==> config.mk <==
export PLATFORM = sky130hd
export DESIGN_NAME = dma_seq_2940
export DESIGN_NICKNAME = d
export VERILOG_FILES = /design/src/rtl/dma_seq_2940.sv
export SDC_FILE = /design/constraint.sdc
export NUM_CORES = 1
export LEC_CHECK = 0
export CORE_MARGIN = 2
export CORE_UTILIZATION = 30
export DETAILED_ROUTE_END_ITERATION = 8
export PLACE_DENSITY_LB_ADDON = 0.3
export SYNTH_ARGS = -nofsm -noshare
export SYNTH_HDL_FRONTEND = slang
export SYNTH_SLANG_ARGS = --single-unit
==> constraint.sdc <==
create_clock -name clk -period 1.9 [get_ports clk]
set_clock_uncertainty 0.05 [all_clocks]
set_input_delay 0.475 -clock clk [delete_from_list [all_inputs] [get_ports clk]]
set_output_delay 0.475 -clock clk [all_outputs]
set_load 0.05 [all_outputs]
==> src/rtl/dma_seq_2940.sv <==
`default_nettype none
// ============================================================================
// Module      : dma_seq_2940
// Description : Control stage in front of an Am2940 DMA address generator.
//               Takes a block-transfer request, programs the 2940 over its
//               instr/DataIn bus (control register, address, word count),
//               then gates the 2940 counters one step per accepted device
//               word until the 2940 reports end of count on wco.
// Revision    : 1.0 - initial release
// ----------------------------------------------------------------------------
// Ports
//   clk       in   1    system clock, rising edge
//   rst       in   1    synchronous active-high reset
//   start     in   1    begin transfer (only looked at while idle)
//   src_addr  in   AW   start address for the 2940 address counter
//   word_cnt  in   AW   number of words to transfer (0 = finish at once)
//   mode      in   3    2940 control register value
//   xfer_req  in   1    device has a word ready this cycle
//   repeat_en in   1    (AUTOREINIT_EN only) restart the block after DONE
//   xfer_ack  out  1    word accepted this cycle
//   wco       in   1    2940 word-count carry out, active low = complete
//   instr     out  CW   2940 instruction
//   DataIn    out  AW   2940 data bus
//   aci       out  1    address-counter carry in, active low
//   wci       out  1    word-counter carry in, active low
//   busy      out  1    transfer in progress (through the DONE cycle)
//   done      out  1    one-cycle completion pulse
//   xfer_cnt  out  AW   words accepted in the current/last transfer
// Build option
//   AUTOREINIT_EN : adds repeat_en and a REINIT state that re-arms the 2940
//                   from its own registers after each completed block.
// ============================================================================
module dma_seq_2940 #(
    parameter int AW = 8,
    parameter int CW = 3
) (
    input  logic          clk,
    input  logic          rst,
    input  logic          start,
    input  logic [AW-1:0] src_addr,
    input  logic [AW-1:0] word_cnt,
    input  logic [2:0]    mode,
    input  logic          xfer_req,
`ifdef AUTOREINIT_EN
    input  logic          repeat_en,
`endif
    output logic          xfer_ack,
    input  logic          wco,
    output logic [CW-1:0] instr,
    output logic [AW-1:0] DataIn,
    output logic          aci,
    output logic          wci,
    output logic          busy,
    output logic          done,
    output logic [AW-1:0] xfer_cnt
);

    // State encoding
    localparam logic [2:0] c_S_IDLE   = 3'd0;
    localparam logic [2:0] c_S_WR_CR  = 3'd1;
    localparam logic [2:0] c_S_LD_ADR = 3'd2;
    localparam logic [2:0] c_S_LD_WC  = 3'd3;
    localparam logic [2:0] c_S_RUN    = 3'd4;
    localparam logic [2:0] c_S_DONE   = 3'd5;
`ifdef AUTOREINIT_EN
    localparam logic [2:0] c_S_REINIT = 3'd6;
`endif

    // 2940 instruction codes
    localparam logic [CW-1:0] c_I_WR_CR  = CW'(3'b000);
    localparam logic [CW-1:0] c_I_LD_ADR = CW'(3'b101);
    localparam logic [CW-1:0] c_I_LD_WC  = CW'(3'b110);
    localparam logic [CW-1:0] c_I_NOP    = CW'(3'b111);
`ifdef AUTOREINIT_EN
    localparam logic [CW-1:0] c_I_REINIT = CW'(3'b100);
`endif

    logic [2:0]    r_state;
    logic [AW-1:0] r_addr;
    logic [AW-1:0] r_wc;
    logic [2:0]    r_mode;
    logic [CW-1:0] r_instr;
    logic [AW-1:0] r_data;
    logic          r_busy;
    logic          r_done;
    logic [AW-1:0] r_cnt;
    logic          w_ack;

    // A word is taken only while running and while the 2940 has not yet
    // reported end of count; the carry-ins follow the ack so the 2940
    // counters step exactly once per accepted word.
    assign w_ack    = (r_state == c_S_RUN) && xfer_req && wco;
    assign xfer_ack = w_ack;
    assign aci      = ~w_ack;
    assign wci      = ~w_ack;

    assign instr    = r_instr;
    assign DataIn   = r_data;
    assign busy     = r_busy;
    assign done     = r_done;
    assign xfer_cnt = r_cnt;

    // instr/DataIn/busy/done are loaded on the edge that enters a state so
    // they are valid for the whole cycle spent in that state.
    always_ff @(posedge clk) begin
        if (rst) begin
            r_state <= c_S_IDLE;
            r_addr  <= '0;
            r_wc    <= '0;
            r_mode  <= '0;
            r_instr <= c_I_NOP;
            r_data  <= '0;
            r_busy  <= 1'b0;
            r_done  <= 1'b0;
            r_cnt   <= '0;
        end else begin
            r_done <= 1'b0;
            case (r_state)
                c_S_IDLE: begin
                    if (start) begin
                        r_addr <= src_addr;
                        r_wc   <= word_cnt;
                        r_mode <= mode;
                        r_cnt  <= '0;
                        r_busy <= 1'b1;
                        if (word_cnt == '0) begin
                            // Empty block: nothing to program, finish at once.
                            r_state <= c_S_DONE;
                            r_done  <= 1'b1;
                            r_instr <= c_I_NOP;
                            r_data  <= '0;
                        end else begin
                            r_state <= c_S_WR_CR;
                            r_instr <= c_I_WR_CR;
                            r_data  <= {{(AW-3){1'b0}}, mode};
                        end
                    end
                end
                c_S_WR_CR: begin
                    r_state <= c_S_LD_ADR;
                    r_instr <= c_I_LD_ADR;
                    r_data  <= r_addr;
                end
                c_S_LD_ADR: begin
                    r_state <= c_S_LD_WC;
                    r_instr <= c_I_LD_WC;
                    r_data  <= r_wc;
                end
                c_S_LD_WC: begin
                    r_state <= c_S_RUN;
                    r_instr <= c_I_NOP;
                    r_data  <= '0;
                end
                c_S_RUN: begin
                    // Saturate rather than wrap so an over-long block still
                    // reads as "at least this many".
                    if (w_ack && (r_cnt != '1)) begin
                        r_cnt <= r_cnt + AW'(1);
                    end
                    if (!wco) begin
                        r_state <= c_S_DONE;
                        r_done  <= 1'b1;
                    end
                end
                c_S_DONE: begin
`ifdef AUTOREINIT_EN
                    if (repeat_en) begin
                        r_state <= c_S_REINIT;
                        r_instr <= c_I_REINIT;
                        r_data  <= '0;
                        r_cnt   <= '0;
                    end else begin
                        r_state <= c_S_IDLE;
                        r_busy  <= 1'b0;
                    end
`else
                    r_state <= c_S_IDLE;
                    r_busy  <= 1'b0;
`endif
                end
`ifdef AUTOREINIT_EN
                c_S_REINIT: begin
                    r_state <= c_S_RUN;
                    r_instr <= c_I_NOP;
                end
`endif
                default: begin
                    r_state <= c_S_IDLE;
                    r_instr <= c_I_NOP;
                    r_data  <= '0;
                    r_busy  <= 1'b0;
                end
            endcase
        end
    end

endmodule
`default_nettype wire
---- Word-level counts from Yosys, hierarchy flattened ----
Index checks and enable logic that the tools add are counted.
W data, S select, Z words.
storage, ports and cells
  flip-flop bits (word level) ............. 40
  input bits .............................. 24
  output and inout port bits .............. 24
  logic and storage cells ................. 53
operators by class
  add/subtract/negate cells ............... 1
  equal/unequal tests ..................... 9
  mux-type cells .......................... 19
  bitwise operators ....................... 3
  reduce and logical (&&, ||, !) cells .... 13
operators by type and width
  cell                   number
  $pmux W8 S4            1
  $mux W8                3
  $mux W3                6
  $pmux W8 S2            1
  $pmux W3 S5            1
  $pmux W3 S4            1
  $add A8 B1 Y8 const B  1
  $logic_not A8 Y1       1
  $ne A8 B8 Y1 const B   1
  $reduce_and A2 Y1      4
  $eq A3 B2 Y1 const B   2
  $eq A3 B3 Y1 const B   2
  $mux W1                4
  $ne A2 B2 Y1 const B   2
  $pmux W1 S2            2
  $reduce_or A4 Y1       1
  $eq A3 B1 Y1 const B   1
  $logic_and A1 B1 Y1    3
  $logic_not A3 Y1       1
  $not A1 Y1             3
  $reduce_and A3 Y1      1
  $ne A2 B1 Y1 const B   1
  $reduce_bool A2 Y1     1
  $reduce_or A2 Y1       1

---- Logic depth before layout (Yosys ltp) ----
Gate-level depths: netlist of run 1.
  word-level depth ........................ 6
  depth in mapped cells ................... 7
  depth with buffers taken out ............ 5

---- Worst setup path before layout of run 1 ----
No wires, ideal clock.
  path type ............................... input -> output
  from .................................... in xfer_req
  to ...................................... out wci
  arrival time ............................ 1860 ps
  required time ........................... 1375 ps
  setup slack ............................. -485 ps
  stages on the path ...................... 4
  path buffers ............................ 1
  path through ............................ nand3_1 -> nor3_2 -> inv_2 -> buf_4
on the way
  cells in the longest elaborated chain, start to end .. 3
RTL lines
  item                               RTL line  source
  start, declared                    43        input logic xfer_req,
  $logic_and A1 B1 Y1 (2 in series)  92        assign w_ack = (r_state == c_S_RUN) && xfer_req && wco;
  named net xfer_ack                 47        output logic xfer_ack,
  $not A1 Y1                         -
  end, declared                      52        output logic wci,
The timed path passes the listed nets, and every way through them passes these cells.

---- Final worst setup path of run 1 ----
  from .................................... in word_cnt[1]
  to ...................................... reg r_instr[2], in the netlist instr[2]
on the way
  cells in the longest elaborated chain, start to end .. 4
RTL lines
  item                  RTL line  source
  start, declared       41        input logic [AW-1:0] word_cnt,
  $logic_not A8 Y1      126       if (word_cnt == '0) begin
  $mux W3               126
  $mux W3               120       if (start) begin
  $pmux W3 S4           118       case (r_state)
  end signal, assigned  130       r_instr <= c_I_NOP;
  end signal, assigned  134       r_instr <= c_I_WR_CR;
  end signal, assigned  141       r_instr <= c_I_LD_ADR;
  end, declared         82        logic [CW-1:0] r_instr;
No other way between the ends. The select of a mux whose other input is x is not followed.
A chain may end at the register's enable or synchronous reset.

==> results of run 1 <==
==> worst max-delay path, cell delays in order <==
cell             delay, ps
clkdlybuf4s50_1        500
nor4_2                  80
buf_4                  140
a2111oi_4              380
mux2i_1                110
or2_2                  280
==> final cells by class <==
| type | count | area [sq um] | share of cell area |
|---|---|---|---|
| Clock inverter | 2 | 15.0 | 0.00562 |
| Multi-Input combinational cell | 152 | 986 | 0.369 |
| Inverter | 3 | 13.8 | 0.00515 |
| Timing Repair Buffer | 74 | 672 | 0.252 |
| Tap cell | 75 | 93.8 | 0.0351 |
| Sequential cell | 40 | 808 | 0.303 |
| Clock buffer | 6 | 82.6 | 0.0309 |
==> flip-flops by register name, indices dropped and copies added (netlist names) <==
signal and count:
instr 3, done 1, r_addr 8, xfer_cnt 8, r_state 3, DataIn 8
busy 1, r_wc 8
==> timing repair <==
item,CTS,global route
resized for setup,10,8
hold endpoints to repair,0,0
gates cloned,0,0
pin swaps,1,2
endpoints found under the setup margin,6,7
==> per-layer routing <==
layer  track usage  wire [um]  vias to the layer above
met5             0          0                        -
met3        0.0370        195                        6
li1              -          -                      898
met4        0.0450         49                        0
met2         0.234       2170                       30
met1         0.209       2230                      809
==> cells by family (layout without fill, tap and decap cells) <==
family | after synthesis | count (layout)
compound gates | 67 | 67
fa+ha+maj | 1 | 1
buf+inv | 20 | 85
flops | 40 | 40
mux | 1 | 1
simple gates | 83 | 83
==> power breakdown <==
group	switching [mW]	internal, mW	total, mW
clock	0.309	0.294	0.603
combinational	0.289	0.232	0.521
sequential	0.0415	0.896	0.937
total	0.639	1.42	2.06
==> final timing paths <==
kind | endpoint | slack [ps] | cells after the start
min reg2reg | r_wc[7]$_SDFFE_PP0P_ | 410 | 2
min | r_wc[7]$_SDFFE_PP0P_ | 410 | 2
max reg2reg | xfer_cnt[4]$_SDFFE_PP0P_ | 210 | 4
max | instr[2]$_SDFFE_PP1P_ | 70 | 6
==> through the flow <==
step	cells	setup TNS (ps)	total power, mW	hold WS [ps]	worst slack (ps)
after floorplan	212	-337	1.27	386	-142
after detailed placement	344	-5590	1.47	399	-404
after global placement	344	-5100	1.47	395	-354
after CTS	352	0	2.09	411	11.5
final	352	0	2.06	412	65.0
after global routing	352	-2.07	2.20	416	-2.07
==> layout by cell type (no fill, tap or decap), types with 4 or more instances in the layout <==
cell | Yosys | routed
a211oi_1 | 4 | 4
a21o_1 | 4 | 4
a21oi_1 | 21 | 21
a22oi_1 | 8 | 8
a2bb2oi_1 | 8 | 8
buf_4 | 3 | 45
clkbuf_8 | 0 | 6
clkdlybuf4s50_1 | 0 | 17
dfxtp_1 | 40 | 36
dlymetal6s2s_1 | 0 | 4
nand2_1 | 39 | 39
nand3_1 | 6 | 5
nor2_1 | 13 | 13
nor3_1 | 5 | 5
==> summary.md, run 1 <==
| Metric | Value |
|---|---|
| Leading register cell type out of synthesis | dfxtp_1 |
| Maximum clock rate | 545 MHz |
| Commonest cells in the netlist | dfxtp_1, nand2_1, a21oi_1 |
| Top-count cell post-synth | dfxtp_1 |
| Kind of capture point of the worst setup path | register |
| Detailed-routing iteration count for the pre-antenna-repair pass | 5 |
| Number of flip-flops and latches in the synthesized netlist | 40 |
| CTS Buf Count | 5 |
| Dominant cells by area after synthesis | dfxtp_1, nand2_1, a21oi_1 |
| Pins Over Slew Limit | 0 |
| Pin count of the biggest net entering global routing | 23 |
| Port buffer count | 47 |
| # diodes | 0 |
| Final design area excluding fillers | between 0.002 and 0.003 sq mm |
| Post-Synth Adder-Cell Area | 0.00680 |
| Library cell with the largest summed area after synthesis | dfxtp_1 |
| Clock root buffer | clkbuf_8 |
| Wire per inst | 13.2 um |
| Synthesized netlist net count | between 200 and 250 |
| Xor/xnor cell area share of the yosys netlist | 0 |
| Total grt overflow | 0 |
| Global Route Usage Sum | 0.152 |
| Number of different library cells in the post-synthesis netlist | 49 |
| Total via count in the routed design | between 1500 and 2000 |
| Maximum Capacitance Violations | 0 |
| CTS tree | yes |
| Half-perimeter wire length after placement | approximately 3.5 mm |
| Signed area change from the synthesized netlist to the final layout | 45.1% |
| Netlist area before placement | 0.00184 sq mm |
| FILL cells | a little under 600 |
| Number of buffers on the longest clock path | 2 |
| Result of the run | finished, final reports clean |
| Post-route core utilization | 0.451 |
| Worst skew pair latency | 290 ps |
| Routability-driven placement congestion ratio | just under 0.8 |
| Global-route wire length before repair | 7.76 mm |
| Proportion of synthesized flip-flops having asynchronous set or reset | 0 |
| Shortest clock period the worst path allows after layout | approximately 1800 ps |
| Compound-gate portion of the synthesized area | 0.271 |
| Horiz. Die Dim | 82.3 um |
| Kind of path behind the tightest hold check | reg2reg |
| Total number of nets in the final design | approximately 300 |
| Maximum level of the CTS H-tree | 2 |
| Sequential-to-total area share from yosys stat | 0.435 |
| Slew Limit Headroom | 0.732 |
| Antenna violations before repair | 0 |
| Core footprint | 0.00592 sq mm |
| Number of nets with antenna violations after routing | 0 |
| FP Rows | 28 |
| Period utilization | 0.966 |
| Fraction of layout cells with a size suffix above 1 | 0.289 |
| LEAKAGE | about 1.1 nW |
| Element type at the critical path start | primary input |
| Final WL | 4.65 mm |
| Yosys warnings | 0 |
| Mean area per synthesized cell | roughly 8.7 sq um |
| Measured slew at the worst slew-check pin | around 400 ps |
| Register clock-pin slew on the reported worst setup and hold paths | about 80 ps |
| Placed Instance Area | 0.00252 sq mm |
| TritonCTS Sinks | 40 |
| Hold violation total from the final report | 0 |
| Number of instances in the synthesized netlist | between 200 and 250 |
| Count of endpoints failing setup in the final report | 0 |
| Hold Crit Start | r_wc[7]$_SDFFE_PP0P_ |
| EDFF count, synth | 0 |
| Total power per unit cell area | between 700 and 800 mW/mm^2 |
| Data arrival time of the critical path | slightly below 2000 ps |
| Mux contribution to synthesized area | 0.00544 |
| I/O pin total | between 40 and 50 |
| Critical path class | in2reg |
| Critical path launch point | word_cnt[1] |
| Via count of the first global-routing pass | between 1500 and 2000 |
| DRC violation count after routing | 0 |
| Die H | about 80 um |
| Beginning of the worst register-to-register path | r_state[0]$_SDFFE_PP0P_ |
| Detailed Route Iter0 Violations | 138 |
| Highest fanout seen on the critical path | 4 |
| Simple-gate share of the synthesized area | 0.224 |
| VDD IR max | slightly below 0.4 mV |
| Die footprint | approximately 0.0068 sq mm |
| Number of vias per cell after detailed routing | approximately 5.0 |
| Count of buffers added by post-CTS timing repair for setup | 0 |
| Share of the synthesized area in the top cell type | 0.435 |
| Starting density of the core | 0.311 |
| Largest family of logic cells by synthesized area | compound AO/OA/AOI/OAI gates |
| CP Data Required Time | 2030 ps |
| Count of hold-fix buffers inserted at cts | 0 |
(Power assumes the default switching activity.)
==> run 2, diff against run 1 <==
--- a/config.mk
+++ b/config.mk
@@ -8,6 +8,7 @@
 export CORE_MARGIN = 2
 export CORE_UTILIZATION = 30
 export DETAILED_ROUTE_END_ITERATION = 8
+export DONT_BUFFER_PORTS = 1
 export PLACE_DENSITY_LB_ADDON = 0.3
 export SYNTH_ARGS = -nofsm -noshare
 export SYNTH_HDL_FRONTEND = slang
==> run 2 against run 1 <==
Compared with the run above: critical path depth is 2 lower; via count decreased by 11%; power down 1.0%; worst hold slack got worse by 220 ps; routed wire length fell by 5.4%; design area is 18% lower; maximum frequency is 0.13% lower; global-route usage fell by 1.1 points; register-to-register slack gained 100 ps; flip-flop and latch count is the same; final cell count fell by 14%; largest cell class unchanged; highest routed layer unchanged.
==> summary.md, run 2 (synthesis results as in run 1) <==
| Metric | Value |
|---|---|
| Worst skew pair latency | 300 ps (was 290 ps) |
| Total grt overflow | 0 (unchanged) |
| Beginning of the worst register-to-register path | r_state[1]$_SDFFE_PP0P_ (was r_state[0]$_SDFFE_PP0P_) |
| DRC violation count after routing | 0 (unchanged) |
| Count of buffers added by post-CTS timing repair for setup | 0 (unchanged) |
| Signed area change from the synthesized netlist to the final layout | 19.0% (was 45.1%) |
| Detailed Route Iter0 Violations | 118 (was 138) |
| Routability-driven placement congestion ratio | 0.752 (was 0.791) |
| Horiz. Die Dim | 82.3 um (unchanged) |
| Half-perimeter wire length after placement | 3.22 mm (was 3.45 mm) |
| Total number of nets in the final design | 252 (was 301) |
| # diodes | 0 (unchanged) |
| Final WL | 4.39 mm (was 4.65 mm) |
| Hold Crit Start | rst (was r_wc[7]$_SDFFE_PP0P_) |
| Highest fanout seen on the critical path | 13 (was 4) |
| Number of nets with antenna violations after routing | 0 (unchanged) |
| Register clock-pin slew on the reported worst setup and hold paths | 90 ps (was 80 ps) |
| Starting density of the core | 0.311 (unchanged) |
| Most frequent standard cell in the layout excluding fill and tap cells | nand2_1 (was buf_4) |
| Number of buffers on the longest clock path | 2 (unchanged) |
| Stage delay of the slowest cell on the critical path | 410 ps (was 500 ps) |
| Kind of capture point of the worst setup path | primary output (was register) |
| FILL cells | 610 (was 589) |
| Area of combinational cells with multiple inputs | 958 sq um (was 986 sq um) |
| LEAKAGE | 0.863 nW (was 1.12 nW) |
| Reg2reg setup slack | 310 ps (was 210 ps) |
| CP Data Required Time | 1370 ps (was 2030 ps) |
| Most frequent cells in the layout | nand2_1, dfxtp_1, buf_4, a21oi_1, nor2_1 (was buf_4, nand2_1, dfxtp_1, a21oi_1, clkdlybuf4s50_1) |
| TritonCTS Sinks | 40 (unchanged) |
| CTS Buf Count | 5 (unchanged) |
| Library cell contributing the largest single delay on the critical path | dfxtp_4 (was clkdlybuf4s50_1) |
| FP Rows | 28 (unchanged) |
| Shortest clock period the worst path allows after layout | 1840 ps (was 1830 ps) |
| Antenna violations before repair | 0 (unchanged) |
| Die footprint | 0.00678 sq mm (unchanged) |
| Via count of the first global-routing pass | 1422 (was 1631) |
| I/O pin total | 48 (unchanged) |
| Hold Path Cell Cnt | 1 (was 2) |
| Clock root buffer | clkbuf_8 (unchanged) |
| Slew Limit Headroom | 0.486 (was 0.732) |
| Total via count in the routed design | 1548 (was 1743) |
| Hold violation total from the final report | 0 (unchanged) |
| Port buffer count | 0 (was 47) |
| VDD IR max | 0.453 mV (was 0.397 mV) |
| Global-route wire length before repair | 7.30 mm (was 7.76 mm) |
| Result of the run | finished, final reports clean (unchanged) |
| Total power per unit cell area | 932 mW/mm^2 (was 772 mW/mm^2) |
| Critical path class | reg2out (was in2reg) |
| Cells along the critical path | buf_4 -> nor3_4 -> inv_4 -> buf_12 (was clkdlybuf4s50_1 -> nor4_2 -> buf_4 -> a2111oi_4 -> mux2i_1 -> or2_2) |
| Post-route core utilization | 0.370 (was 0.451) |
| Pins Over Slew Limit | 0 (unchanged) |
| Total stage count of the critical path | 4 (was 6) |
| Detailed-routing iteration count for the pre-antenna-repair pass | 4 (was 5) |
| Core footprint | 0.00592 sq mm (unchanged) |
| Reg2Reg Depth | 6 (was 4) |
| Period utilization | 0.967 (was 0.966) |
| Maximum clock rate | 544 MHz (was 545 MHz) |
| Critical path buffers and inverters | 3 (was 2) |
| Element type at the critical path start | register (was primary input) |
| Fraction of layout cells with a size suffix above 1 | 0.224 (was 0.289) |
| Maximum level of the CTS H-tree | 2 (unchanged) |
| Count of endpoints failing setup in the final report | 0 (unchanged) |
| Worst path top cell family by delay | buffers and inverters (unchanged) |
| RSZ-0062 raised after global routing | false |
| Maximum Capacitance Violations | 0 (unchanged) |
| Global Route Usage Sum | 0.141 (was 0.152) |
| Kind of path behind the tightest hold check | in2reg (was reg2reg) |
| Final hold slack | 189 ps (was 412 ps) |
| CTS tree | yes (unchanged) |
| Data arrival time of the critical path | 1310 ps (was 1970 ps) |
| Flip-flop and latch area | 808 sq um (unchanged) |
| Critical path launch point | r_state[0]$_SDFFE_PP0P_ (was word_cnt[1]) |
| Number of vias per cell after detailed routing | 5.11 (was 4.95) |
| Die H | 82.3 um (unchanged) |
| Pin count of the biggest net entering global routing | 37 (was 23) |
| Wire per inst | 14.5 um (was 13.2 um) |
| Total chip power | 2.04 mW (was 2.06 mW) |
| Measured slew at the worst slew-check pin | 764 ps (was 399 ps) |
run 2: cell count changes in the layout (fill, tap and decap cells not counted), sizes merged:
| cell | change |
|---|---|
| buf | -26 |
| bufinv | +1 |
| clkbuf | -1 |
| clkdlybuf4s15 | -2 |
| clkdlybuf4s50 | -17 |
| clkinvlp | -1 |
| dlymetal6s2s | -4 |
| inv | +1 |
run 2: path summary, 6_finish.rpt:
check,to
max,aci
min,r_wc[0]$_SDFFE_PP0P_
max reg2reg,xfer_cnt[5]$_SDFFE_PP0P_
min reg2reg,r_wc[6]$_SDFFE_PP0P_
run 2: layout make-up:
cell class | instances | area share
repair buffers | 25 | 0.0914
inverters | 3 | 0.00629
clock inverters | 3 | 0.0211
clock buffers | 5 | 0.0314
multi-input cells | 152 | 0.438
flip-flops and latches | 40 | 0.369
well taps | 75 | 0.0429
run 2: per-stage QoR:
| stage | std cells | cell area, sq um | setup TNS, ps | setup slack (ps) |
|---|---|---|---|---|
| floorplan | 212 | 1880 | -337 | -142 |
| global placement | 295 | 2070 | 0 | 51.3 |
| detailed placement | 295 | 2070 | -10.8 | -10.8 |
| CTS | 303 | 2190 | 0 | 5.04 |
| global route | 303 | 2190 | 0 | 5.02 |
| finish | 303 | 2190 | 0 | 62.5 |
run 2: repair_timing:
item | in CTS | in global routing
resized for setup | 1 | 2
setup endpoints to repair | 3 | 3
hold buffers | 0 | 0
run 2: layer usage:
layer	track usage	up-vias	share of wire
met5	0	-	0
met4	0.0450	0	0.0061
met3	0.0478	2	0.069
met2	0.200	36	0.44
met1	0.198	711	0.49
li1	-	799	-
run 2: power by group:
group | internal, mW | switching (mW) | total, mW
combinational | 0.131 | 0.158 | 0.289
clock | 0.396 | 0.327 | 0.723
sequential | 0.896 | 0.132 | 1.03
total | 1.42 | 0.617 | 2.04
